[src/rtl/shift_mult_if.sv]
// Start/operand/result bundle for the shift-add multiplier.
// master drives the request, slave is the multiplier.
interface shift_mult_if #(
  parameter int N = 4
);
  logic           start;
  logic [N-1:0]   a;
  logic [N-1:0]   b;
  logic           busy;
  logic           done;
  logic [2*N-1:0] product;

  modport master (
    output start, a, b,
    input  busy, done, product
  );

  modport slave (
    input  start, a, b,
    output busy, done, product
  );
endinterface

[src/rtl/shift_mult_ctrl.sv]
// Sequential unsigned multiplier: IDLE/RUN/DONE FSM
// over a shift-left/add datapath, one bit of b per cycle.
module shift_mult_ctrl #(
  parameter int N = 4
) (
  input  logic        clk,
  input  logic        rst_n,
  shift_mult_if.slave bus
);
  localparam int CW = $clog2(N) + 1;

  typedef enum logic [1:0] {
    S_IDLE,
    S_RUN,
    S_DONE
  } state_e;

  state_e         state_q, state_d;
  logic [2*N-1:0] mcand_q, mcand_d;
  logic [N-1:0]   mplier_q, mplier_d;
  logic [2*N-1:0] acc_q, acc_d;
  logic [CW-1:0]  cnt_q, cnt_d;
  logic [2*N-1:0] product_q, product_d;
  logic [2*N-1:0] acc_step;

  always_ff @(posedge clk or negedge rst_n) begin
    if (!rst_n) begin
      state_q   <= S_IDLE;
      mcand_q   <= '0;
      mplier_q  <= '0;
      acc_q     <= '0;
      cnt_q     <= '0;
      product_q <= '0;
    end else begin
      state_q   <= state_d;
      mcand_q   <= mcand_d;
      mplier_q  <= mplier_d;
      acc_q     <= acc_d;
      cnt_q     <= cnt_d;
      product_q <= product_d;
    end
  end

  always_comb begin
    state_d   = state_q;
    mcand_d   = mcand_q;
    mplier_d  = mplier_q;
    acc_d     = acc_q;
    cnt_d     = cnt_q;
    product_d = product_q;
    acc_step  = mplier_q[0] ? acc_q + mcand_q : acc_q;
    unique case (state_q)
      S_IDLE: begin
        if (bus.start) begin
          mcand_d  = {{N{1'b0}}, bus.a};
          mplier_d = bus.b;
          acc_d    = '0;
          cnt_d    = '0;
          state_d  = S_RUN;
        end
      end
      S_RUN: begin
        acc_d    = acc_step;
        mcand_d  = {mcand_q[2*N-2:0], 1'b0};
        mplier_d = {1'b0, mplier_q[N-1:1]};
        cnt_d    = cnt_q + CW'(1);
        // last step: publish the post-add value, not acc_q
        if (cnt_q == CW'(N - 1)) begin
          product_d = acc_step;
          state_d   = S_DONE;
        end
      end
      S_DONE: state_d = S_IDLE;
      default: state_d = S_IDLE;
    endcase
  end

  assign bus.busy    = (state_q == S_RUN);
  assign bus.done    = (state_q == S_DONE);
  assign bus.product = product_q;
endmodule
[src/flat_wrapper.sv]
// flat-port wrapper written by rule: the top's interface ports become plain ports
module shift_mult_ctrl_flat 
#(
  parameter int N = 4
)
  (clk, rst_n, bus_start, bus_a, bus_b, bus_busy, bus_done, bus_product);
  shift_mult_if #(.N(N)) bus_i ();
  input  logic clk;
  input  logic rst_n;
  input wire logic [$bits(bus_i.start)-1:0] bus_start;
  input wire logic [$bits(bus_i.a)-1:0] bus_a;
  input wire logic [$bits(bus_i.b)-1:0] bus_b;
  output wire logic [$bits(bus_i.busy)-1:0] bus_busy;
  output wire logic [$bits(bus_i.done)-1:0] bus_done;
  output wire logic [$bits(bus_i.product)-1:0] bus_product;
  assign bus_i.start = bus_start;
  assign bus_i.a = bus_a;
  assign bus_i.b = bus_b;
  assign bus_busy = bus_i.busy;
  assign bus_done = bus_i.done;
  assign bus_product = bus_i.product;
  shift_mult_ctrl #(.N(N)) u_core (.clk(clk), .rst_n(rst_n), .bus(bus_i));
endmodule
[config.mk]
export PLATFORM = sky130hd
export DESIGN_NAME = shift_mult_ctrl_flat
export DESIGN_NICKNAME = d
export VERILOG_FILES = /design/src/rtl/shift_mult_if.sv /design/src/rtl/shift_mult_ctrl.sv /design/src/flat_wrapper.sv
export SDC_FILE = /design/constraint.sdc
export NUM_CORES = 1
export LEC_CHECK = 0
export CAP_MARGIN = 5
export CORE_MARGIN = 2
export CORE_UTILIZATION = 54
export CTS_BUF_LIST = sky130_fd_sc_hd__clkbuf_16
export DETAILED_ROUTE_END_ITERATION = 8
export PLACE_DENSITY = 0.85
export SYNTH_ARGS = -nofsm -noshare
export SYNTH_HDL_FRONTEND = slang
export SYNTH_SLANG_ARGS = --single-unit
[constraint.sdc]
create_clock -name clk -period 2.3 [get_ports clk]
set_clock_uncertainty 0.2 [all_clocks]
set_input_delay 0.46 -clock clk [delete_from_list [all_inputs] [get_ports clk]]
set_output_delay 0.46 -clock clk [all_outputs]
set_load 0.01 [all_outputs]
==> results_dict.tcl, run 1 <==
set metrics [dict create \
    pwr-share-comb 0.433 \
    placed_cells 217 \
    worstMarginPinSlew_ns 0.498 \
    clockRootBuffer "clkbuf_16" \
    worstSetupStartpoint "u_core.mcand_q[2]" \
    die_h_um 59.7 \
    endpoint_kind "flop" \
    finalWorstSetupSlack_ns 0.0402 \
    clock_sinks 33 \
    utilization 0.718 \
    max-clock-path-buffers 2 \
    pin_count 21 \
    rows 20 \
    hpwl_um 2530 \
    grt_pass1_vias 1388 \
    synth_cell_types 33 \
    gp_congestion 0.883 \
    p_leak_nw 1.01 \
    syn2layout_area_growth_pct 28.5 \
    drc_errors 0 \
    core-area_mm2 0.00300 \
    hp-class "reg2reg" \
    worstHoldPathCells 2 \
    period_minus_slack_ns 2.26 \
    finalSetupTns_ns 0 \
    drv_cap 0 \
    intPower_mw 1.93 \
    n_antenna_cell 0 \
    power_mw 3.08 \
    cp.arrival_ns 2.26 \
    max-vdd-ir-drop_mv 0.816 \
    clock_power_share 0.238 \
    r2r-end "u_core.bus.product[7]" \
    synth_flop_cell "dfrtp_1" \
    port_buffers 20 \
    swShare 0.372 \
    antenna_found_initial 0 \
    timing.slew.headroom 0.667 \
    crit_fanout 4 \
    via_count 1394 \
    initial_core_util 0.558 \
    drtIter0Drc 67 \
    pre_cts_ws_ns 0.0679 \
    hold_buffers 0 \
    powerDensity_mw_per_mm2 1430 \
    overflow 0 \
    syn_inst 164 \
    grt_pass1_wl_um 6210 \
    worstSetupEndpoint "u_core.bus.product[7]" \
    ys_ff_latch 33 \
    grt_max_degree 34 \
    wl_um 4040 \
    wl_per_cell_um 18.0 \
    h-tree-depth 2 \
    cp-start-kind "flop" \
    ys_seq_area_frac 0.493 \
    timing.final.crit_share 0.983 \
    fmax_mhz 443 \
    rr_startpoint "u_core.mcand_q[2]" \
    synth.avg_cell_area_um2 10.2 \
    cts_buffers 5 \
    yosysWarnings 0 \
    p_sw_mw 1.14 \
    chipWidth_um 59.7 \
    ant_nets 0 \
    crit_type "reg2reg" \
    insertion_delay_ns 0.28 \
    syn_nets 185 \
    synth-edff-count 0 \
    finalNonFillerCells 225 \
    nNetsFinal 212 \
    async_reset_ff_frac 1.00 \
    drive_above_1_share 0.115 \
    synthesis.area_mm2 0.00168 \
    status "finished, final reports clean" \
    drv_slew 0 \
    setup_viol 0 \
    worstPathRequired_ns 2.30 \
    drt_first_pass_iters 5 \
    dieArea_mm2 0.00357 \
    tritoncts "yes" \
    viasPerCell 6.20 \
    hold_violations 0 \
    reg2reg_slack_ns 0.04 \
    path_clk_slew_ns 0.05 \
    worstRegToRegCells 6 \
    seqPwrFrac 0.329 \
    grt_use_total 0.242 \
]
cell usage after synthesis (all sizes together) (2+ instances only):
| cell | instances | area, um2 |
|---|---|---|
| a21o | 3 | 22.5 |
| a21oi | 15 | 75.1 |
| a22o | 11 | 96.3 |
| and3 | 2 | 12.5 |
| buf | 2 | 10.0 |
| clkbuf | 5 | 18.8 |
| dfrtp | 33 | 826 |
| ha | 9 | 113 |
| inv | 5 | 18.8 |
| mux2i | 8 | 80.1 |
| nand2 | 20 | 75.1 |
| nor2 | 8 | 30.0 |
| nor2b | 4 | 25.0 |
| nor3 | 2 | 10.0 |
| o21ai | 14 | 70.1 |
| o21bai | 2 | 15.0 |
| o31ai | 2 | 15.0 |
| xnor2 | 3 | 26.3 |
| xor2 | 2 | 17.5 |
cell type report:
| type | instances | area, um2 |
|---|---|---|
| Clock inverter | 3 | 37.5 |
| Clock buffer | 5 | 125 |
| Fill cell | 203 | 848 |
| Timing Repair Buffer | 27 | 253 |
| Sequential cell | 33 | 826 |
| Tap cell | 33 | 41.3 |
| Inverter | 6 | 22.5 |
| Multi-Input combinational cell | 118 | 850 |
critical path, cell delays in order (launching register included):
cell and delay, ns:
dfrtp_1 0.45, ha_4 0.27, o211ai_1 0.27, nor3_2 0.10
o31a_1 0.32, or4_1 0.40, a31oi_1 0.17
layout by cell type, fill, tap and decap left out, drive strengths merged, types with 2 or more instances in the layout:
| cell type | Yosys | layout |
|---|---|---|
| buf | 2 | 7 |
| mux2i | 8 | 8 |
| a21oi | 15 | 15 |
| dfrtp | 33 | 33 |
| nor2b | 4 | 4 |
| o21bai | 2 | 2 |
| clkdlybuf4s50 | 0 | 20 |
| a21o | 3 | 3 |
| and3 | 2 | 2 |
| clkinv | 1 | 2 |
| ha | 9 | 9 |
| o21ai | 14 | 14 |
| xor2 | 2 | 2 |
| xnor2 | 3 | 3 |
| nor2 | 8 | 8 |
| inv | 5 | 6 |
| clkbuf | 5 | 5 |
| nand2 | 20 | 20 |
| a22o | 11 | 11 |
| o31ai | 2 | 2 |
| nor3 | 2 | 2 |
cell families (layout without fill, tap and decap cells):
family / after synthesis / in the layout / share of synthesized area
XOR/XNOR: 5 / 5 / 0.0261
AND/OR/NAND/NOR: 41 / 41 / 0.112
flip-flops: 33 / 33 / 0.493
multiplexers: 8 / 8 / 0.0478
adder cells (fa/ha/maj): 10 / 10 / 0.0791
buffers and inverters: 13 / 41 / 0.0306
AO/OA/AOI/OAI: 54 / 54 / 0.212
stage by stage:
stage | hold slack, ns | instance area (um2)
finish | 0.279 | 2150
global route | 0.323 | 2150
CTS | 0.284 | 2100
detailed placement | 0.274 | 1940
global placement | 0.261 | 1940
floorplan | -0.0356 | 1680
power groups by stage:
stage | Sequential, mW | Clock [mW] | Combinational [mW]
CTS | 0.990 | 0.737 | 1.27
finish | 1.01 | 0.734 | 1.33
detailed placement | 0.995 | 0 | 1.25
floorplan | 0.970 | 0 | 0.819
global placement | 0.978 | 0 | 1.19
global route | 1.04 | 0.765 | 1.47
worst min-delay path by stage:
| stage | from | to | slack [ns] |
|---|---|---|---|
| 6_report | u_core.bus.product[1] | u_core.bus.product[1] | 0.28 |
| 3_5_place_dp | u_core.bus.product[1] | u_core.bus.product[1] | 0.27 |
| 3_3_place_gp | u_core.bus.product[0] | u_core.bus.product[0] | 0.26 |
| 5_1_grt | u_core.bus.product[2] | u_core.bus.product[2] | 0.32 |
| 4_1_cts | u_core.bus.product[1] | u_core.bus.product[1] | 0.28 |
| 2_1_floorplan | rst_n | u_core.acc_q[0] | -0.04 |
per-layer routing:
metal / global-route usage / vias up / share of wire
met5: 0 / - / 0
met4: 0.0794 / 0 / 0.018
met3: 0.0714 / 10 / 0.057
met2: 0.422 / 55 / 0.52
met1: 0.284 / 684 / 0.41
li1: - / 645 / -
timing repair:
| action | 4_1_cts | 5_1_grt |
|---|---|---|
| setup buffers | 0 | 0 |
| resized for setup | 0 | 8 |
| endpoints found under the setup margin | 0 | 4 |
state kept, by name, summed over array words and instances, names as in the netlist:
name	count
u_core.bus.product	8
u_core.cnt_q	3
u_core.mcand_q	8
u_core.state_q	2
u_core.acc_q	8
u_core.mplier_q	4
Power figures use the tool's default switching activity.
==> run 2, diff against run 1 <==
--- a/config.mk
+++ b/config.mk
@@ -9,8 +9,9 @@
 export CORE_MARGIN = 2
 export CORE_UTILIZATION = 54
 export CTS_BUF_LIST = sky130_fd_sc_hd__clkbuf_16
+export CTS_CLUSTER_SIZE = 25
 export DETAILED_ROUTE_END_ITERATION = 8
-export PLACE_DENSITY = 0.85
+export PLACE_DENSITY = 0.89
 export SYNTH_ARGS = -nofsm -noshare
 export SYNTH_HDL_FRONTEND = slang
 export SYNTH_SLANG_ARGS = --single-unit
==> constraint.sdc (replaced) <==
create_clock -name clk -period 2.3 [get_ports clk]
set_clock_uncertainty 0.2 [all_clocks]
set_input_delay 0.345 -clock clk [delete_from_list [all_inputs] [get_ports clk]]
set_output_delay 0.345 -clock clk [all_outputs]
set_load 0.01 [all_outputs]
==> run 2 against run 1 <==
- combinational power is essentially flat
- global-route usage shrank 0.087 points
- core utilization shrank 0.67 points
- count of clock-buffer cells in the layout is the same
- clock power shrank 14%
- maximum frequency grew 0.17%
- critical path depth grew 1
- non-clock buffer count is the same
- flip-flop and latch count is the same
- cell count is the same
- sequential share of layout area grew 0.36 points
==> results_dict.tcl, run 2 (synthesis results as in run 1) <==
set metrics [dict create \
    insertion_delay_ns 0.28 \
    crit_fanout 3 \
    intPower_mw 1.83 \
    rsz0062_at_grt "true" \
    grt_use_total 0.241 \
    crit_top_cell "a21oi_2" \
    antenna_found_initial 0 \
    drt_first_pass_iters 4 \
    clock_sinks 33 \
    swShare 0.380 \
    pwr-share-comb 0.445 \
    rr_startpoint "u_core.acc_q[0]" \
    ant_nets 0 \
    core-area_mm2 0.00300 \
    setup_viol 0 \
    wl_um 3750 \
    path_buf_inv 0 \
    path_clk_slew_ns 0.05 \
    grt_pass1_wl_um 6240 \
    timing.final.crit_share 0.981 \
    rows 20 \
    cp.arrival_ns 2.21 \
    hpwl_um 2540 \
    chipWidth_um 59.7 \
    h-tree-depth 2 \
    power_mw 2.94 \
    clock_power_share 0.213 \
    via_count 1343 \
    cpLargestDelayFamily "adder cells" \
    max_stage_delay_ns 0.43 \
    n_fill_cell 223 \
    drv_cap 0 \
    port_buffers 20 \
    worstMarginPinSlew_ns 0.528 \
    endpoint_kind "flop" \
    hp-class "in2async" \
    pre_cts_ws_ns 0.0325 \
    initial_core_util 0.558 \
    dieArea_mm2 0.00357 \
    drtIter0Drc 45 \
    drive_above_1_share 0.115 \
    holdWs_ns 0.276 \
    n_antenna_cell 0 \
    gp_congestion 0.858 \
    max-vdd-ir-drop_mv 0.737 \
    drv_slew 0 \
    tritoncts "yes" \
    finalWorstSetupSlack_ns 0.0441 \
    cts_buffers 5 \
    max-clock-path-buffers 2 \
    drc_errors 0 \
    p_sw_mw 1.12 \
    p_leak_nw 0.997 \
    hold_violations 0 \
    post_cts_buffers 0 \
    grt_max_degree 34 \
    pin_count 21 \
    syn2layout_area_growth_pct 27.3 \
    period_minus_slack_ns 2.26 \
    reg2reg_slack_ns 0.04 \
    clockRootBuffer "clkbuf_16" \
    cp-start-kind "flop" \
    r2r-end "u_core.bus.product[6]" \
    worstPathRequired_ns 2.26 \
    nNetsFinal 212 \
    crit_chain "ha_1 -> fa_1 -> a21oi_2 -> o21ai_0 -> a21oi_2 -> mux2i_1 -> nand2_1" \
    final_common_cell "dfrtp_1" \
    seqPwrFrac 0.342 \
    status "finished, final reports clean" \
    crit_path_top_delay_cell "fa_1" \
    grt_pass1_vias 1355 \
    wl_per_cell_um 16.7 \
    timing.slew.headroom 0.645 \
    layout_common_cells "dfrtp_1, nand2_1, clkdlybuf4s50_1" \
    overflow 0 \
    viasPerCell 5.97 \
    worstRegToRegCells 7 \
    die_h_um 59.7 \
    crit_type "reg2reg" \
    powerDensity_mw_per_mm2 1380 \
    fmax_mhz 443 \
]
-- run 2: metrics by stage --
step | instance area [um2] | TNS, ns | std cells | utilization
5_1_grt | 2130 | -0.0744 | 225 | 0.711
3_5_place_dp | 1940 | 0 | 217 | 0.647
6_report | 2130 | 0 | 225 | 0.711
2_1_floorplan | 1680 | 0 | 164 | -
4_1_cts | 2080 | 0 | 225 | 0.693
3_3_place_gp | 1940 | 0 | 217 | 0.647
-- run 2: worst max path at each step --
stage | startpoint | depth (start not counted) | slack (ns) | endpoint
3_3_place_gp | u_core.mcand_q[2] | 6 | 0.1 | u_core.bus.product[7]
6_report | u_core.acc_q[0] | 7 | 0.04 | u_core.bus.product[6]
4_1_cts | u_core.acc_q[4] | 6 | 0.004 | u_core.bus.product[7]
5_1_grt | u_core.acc_q[0] | 7 | -0.04 | u_core.bus.product[6]
2_1_floorplan | u_core.acc_q[1] | 6 | 0.18 | u_core.bus.product[7]
3_5_place_dp | u_core.acc_q[4] | 6 | 0.03 | u_core.bus.product[7]
-- run 2: worst reg2reg max path, cell delays in order, from the launching register on --
cell	delay [ns]
dfrtp_1	0.40
ha_1	0.26
fa_1	0.43
a21oi_2	0.16
o21ai_0	0.13
a21oi_2	0.22
mux2i_1	0.25
nand2_1	0.08
-- run 2: area by class of cell --
type                       count  area, um2  share of cell area
clock inverter                 3       13.8             0.00645
clock buffer                   5        125              0.0586
sequential                    33        826               0.387
tap                           33       41.3              0.0193
inverter                       6       22.5              0.0106
timing repair buffer          27        253               0.118
multi-input combinational    118        853               0.400
-- run 2: what timing repair did --
item,in CTS,in global routing
gates resized for setup,0,7
endpoints found under the setup margin,0,4
hold buffers,0,0
-- run 2: power by group through the flow --
| stage | sequential, mW | clock (mW) | combinational, mW |
|---|---|---|---|
| 4_1_cts | 0.990 | 0.629 | 1.25 |
| 2_1_floorplan | 0.970 | 0 | 0.819 |
| 3_5_place_dp | 0.995 | 0 | 1.23 |
| 6_report | 1.01 | 0.628 | 1.31 |
| 3_3_place_gp | 0.978 | 0 | 1.19 |
| 5_1_grt | 1.03 | 0.658 | 1.46 |
-- run 2: per-layer routing --
metal / track usage / share of wire / vias to the layer above
met5: 0 / 0 / -
met4: 0.0667 / 0.011 / 0
met3: 0.0779 / 0.032 / 6
met2: 0.411 / 0.51 / 26
met1: 0.292 / 0.44 / 669
li1: - / - / 642
==> run 3, diff against run 2 <==
--- a/config.mk
+++ b/config.mk
@@ -5,13 +5,16 @@
 export SDC_FILE = /design/constraint.sdc
 export NUM_CORES = 1
 export LEC_CHECK = 0
+export ABC_AREA = 1
 export CAP_MARGIN = 5
+export CORE_ASPECT_RATIO = 1.5
 export CORE_MARGIN = 2
-export CORE_UTILIZATION = 54
+export CORE_UTILIZATION = 55
 export CTS_BUF_LIST = sky130_fd_sc_hd__clkbuf_16
 export CTS_CLUSTER_SIZE = 25
 export DETAILED_ROUTE_END_ITERATION = 8
-export PLACE_DENSITY = 0.89
+export PLACE_DENSITY = 0.9
+export SLEW_MARGIN = 5
 export SYNTH_ARGS = -nofsm -noshare
 export SYNTH_HDL_FRONTEND = slang
 export SYNTH_SLANG_ARGS = --single-unit
==> run 3 against run 2 <==
- global-route usage is 1.2 points lower
- flip-flop and latch count stayed put
- final area is 2.1% lower
==> results_dict.tcl, run 3 <==
set metrics [dict create \
    status "finished, final reports clean" \
    pin_count 21 \
    finalSetupTns_ns 0 \
    grt_pass1_vias 1450 \
    yosysTopAreaCellShare 0.475 \
    synthesis.area_mm2 0.00174 \
    drv_cap 0 \
    syn_nets 225 \
    worstPathRequired_ns 1.75 \
    crit_fanout 12 \
    nNetsFinal 248 \
    post_cts_resized 0 \
    synth_area_leader_cell "dfrtp_1" \
    drtIter0Drc 42 \
    crit_type "reg2out" \
    n_antenna_cell 0 \
    synth_flop_cell "dfrtp_1" \
    synthTopCellsByCount "nand2_1, dfrtp_1, inv_1" \
    antenna_found_initial 0 \
    ys_ff_latch 33 \
    hold_buffers 0 \
    p_leak_nw 1.05 \
    powerDensity_mw_per_mm2 1530 \
    chipWidth_um 49.9 \
    tritoncts "yes" \
    synth_most_common_cell "nand2_1" \
    ant_nets 0 \
    cp-start-kind "flop" \
    insertion_delay_ns 0.28 \
    yosysWarnings 0 \
    worstMarginPinSlew_ns 0.475 \
    max-clock-path-buffers 2 \
    hold_violations 0 \
    drc_errors 0 \
    wl_per_cell_um 13.2 \
    drv_slew 0 \
    period_minus_slack_ns 2.05 \
    core-area_mm2 0.00310 \
    drive_above_1_share 0.0833 \
    setup_viol 0 \
    hp-class "in2async" \
    clockRootBuffer "clkbuf_16" \
    fmax_mhz 488 \
    syn2layout_area_growth_pct 20.3 \
    grt_pass1_wl_um 6110 \
    path_clk_slew_ns 0.05 \
    syn_inst 204 \
    port_buffers 20 \
    async_reset_ff_frac 1.00 \
    wl_um 3550 \
    grt_max_degree 34 \
    rsz0062_at_grt "false" \
    gp_congestion 0.834 \
    initial_core_util 0.561 \
    final_common_cell "nand2_1" \
    cts_buffers 5 \
    timing.final.crit_share 0.891 \
    rows 25 \
    synth_cell_types 26 \
    max-vdd-ir-drop_mv 1.07 \
    layout_common_cells "nand2_1, dfrtp_1, inv_1" \
    yosys-top-cells-area "dfrtp_1, nand2_1, ha_1" \
    synth-edff-count 0 \
    h-tree-depth 2 \
    synth.avg_cell_area_um2 8.52 \
    hpwl_um 2570 \
    cp.arrival_ns 1.51 \
    clock_sinks 33 \
    dieArea_mm2 0.00363 \
    ys_seq_area_frac 0.475 \
    overflow 0 \
    endpoint_kind "output port" \
    post_cts_buffers 0 \
    grt_use_total 0.229 \
    die_h_um 72.8 \
    drt_first_pass_iters 4 \
    viasPerCell 5.28 \
    via_count 1416 \
    timing.slew.headroom 0.683 \
    power_mw 3.19 \
]
run 3: cell types whose count changed after synthesis, moves of 4 or more:
| cell | change |
|---|---|
| nand2_1 | +30 |
| inv_1 | +18 |
| nand3_1 | +17 |
| a21oi_1 | -11 |
| a22o_1 | -10 |
| o22ai_1 | +10 |
| mux2i_1 | -8 |
| clkbuf_1 | -5 |
| o21ai_1 | +5 |
| nor2_1 | +4 |
| nor2b_1 | -4 |
run 3: metal layers:
metal	global-route usage	vias to the layer above	routed length, um
li1	-	721	-
met1	0.259	659	1430
met2	0.393	25	1850
met3	0.0615	11	130
met4	0.120	0	134
met5	0	-	0
run 3: final timing paths:
kind	from	endpoint	slack, ns	depth (start not counted)
max	u_core.state_q[1]	bus_busy	0.25	4
min	rst_n	u_core.acc_q[1]	0.27	2
max reg2reg	u_core.acc_q[0]	u_core.acc_q[4]	0.32	9
min reg2reg	u_core.bus.product[5]	u_core.bus.product[5]	0.28	2
max in group asynchronous	rst_n	u_core.mplier_q[0]	1.34	2
min in group clk	u_core.bus.product[5]	u_core.bus.product[5]	0.28	2
run 3: worst max-delay path, stage by stage, from the launching register on:
cell and delay, ns:
dfrtp_1 0.39, inv_2 0.08, nand2_2 0.07, inv_4 0.13
clkdlybuf4s50_1 0.56
run 3: cell type report:
cell class	count	area (um2)
well taps	40	50.0
clock buffers	5	125
flip-flops and latches	33	826
multi-input cells	138	756
inverters	26	100
clock inverters	3	11.3
repair buffers	23	223
fillers	226	1010
run 3: logic make-up after synthesis:
logic type / count (synthesis) / share of synthesized area
AOI/OAI and AO/OA: 38 / 0.131
buffers and inverters: 33 / 0.0900
DFF: 33 / 0.475
adders and majority gates: 10 / 0.0763
and+or+nand+nor: 89 / 0.222
xor gates and xnor gates: 1 / 0.00504
run 3: per-stage QoR:
step / setup WS (ns) / util / cell area [um2] / hold WS (ns) / std cells
after global routing: 0.164 / 0.675 / 2090 / 0.298 / 268
after floorplan: 0.497 / - / 1740 / -0.151 / 204
after detailed placement: 0.329 / 0.631 / 1950 / 0.264 / 260
after CTS: 0.245 / 0.675 / 2090 / 0.278 / 268
final: 0.250 / 0.675 / 2090 / 0.266 / 268
after global placement: 0.393 / 0.631 / 1950 / 0.260 / 260
run 3: power by group:
part / switching, mW / internal, mW
logic: 0.886 / 0.649
clock network: 0.227 / 0.388
registers: 0.202 / 0.841
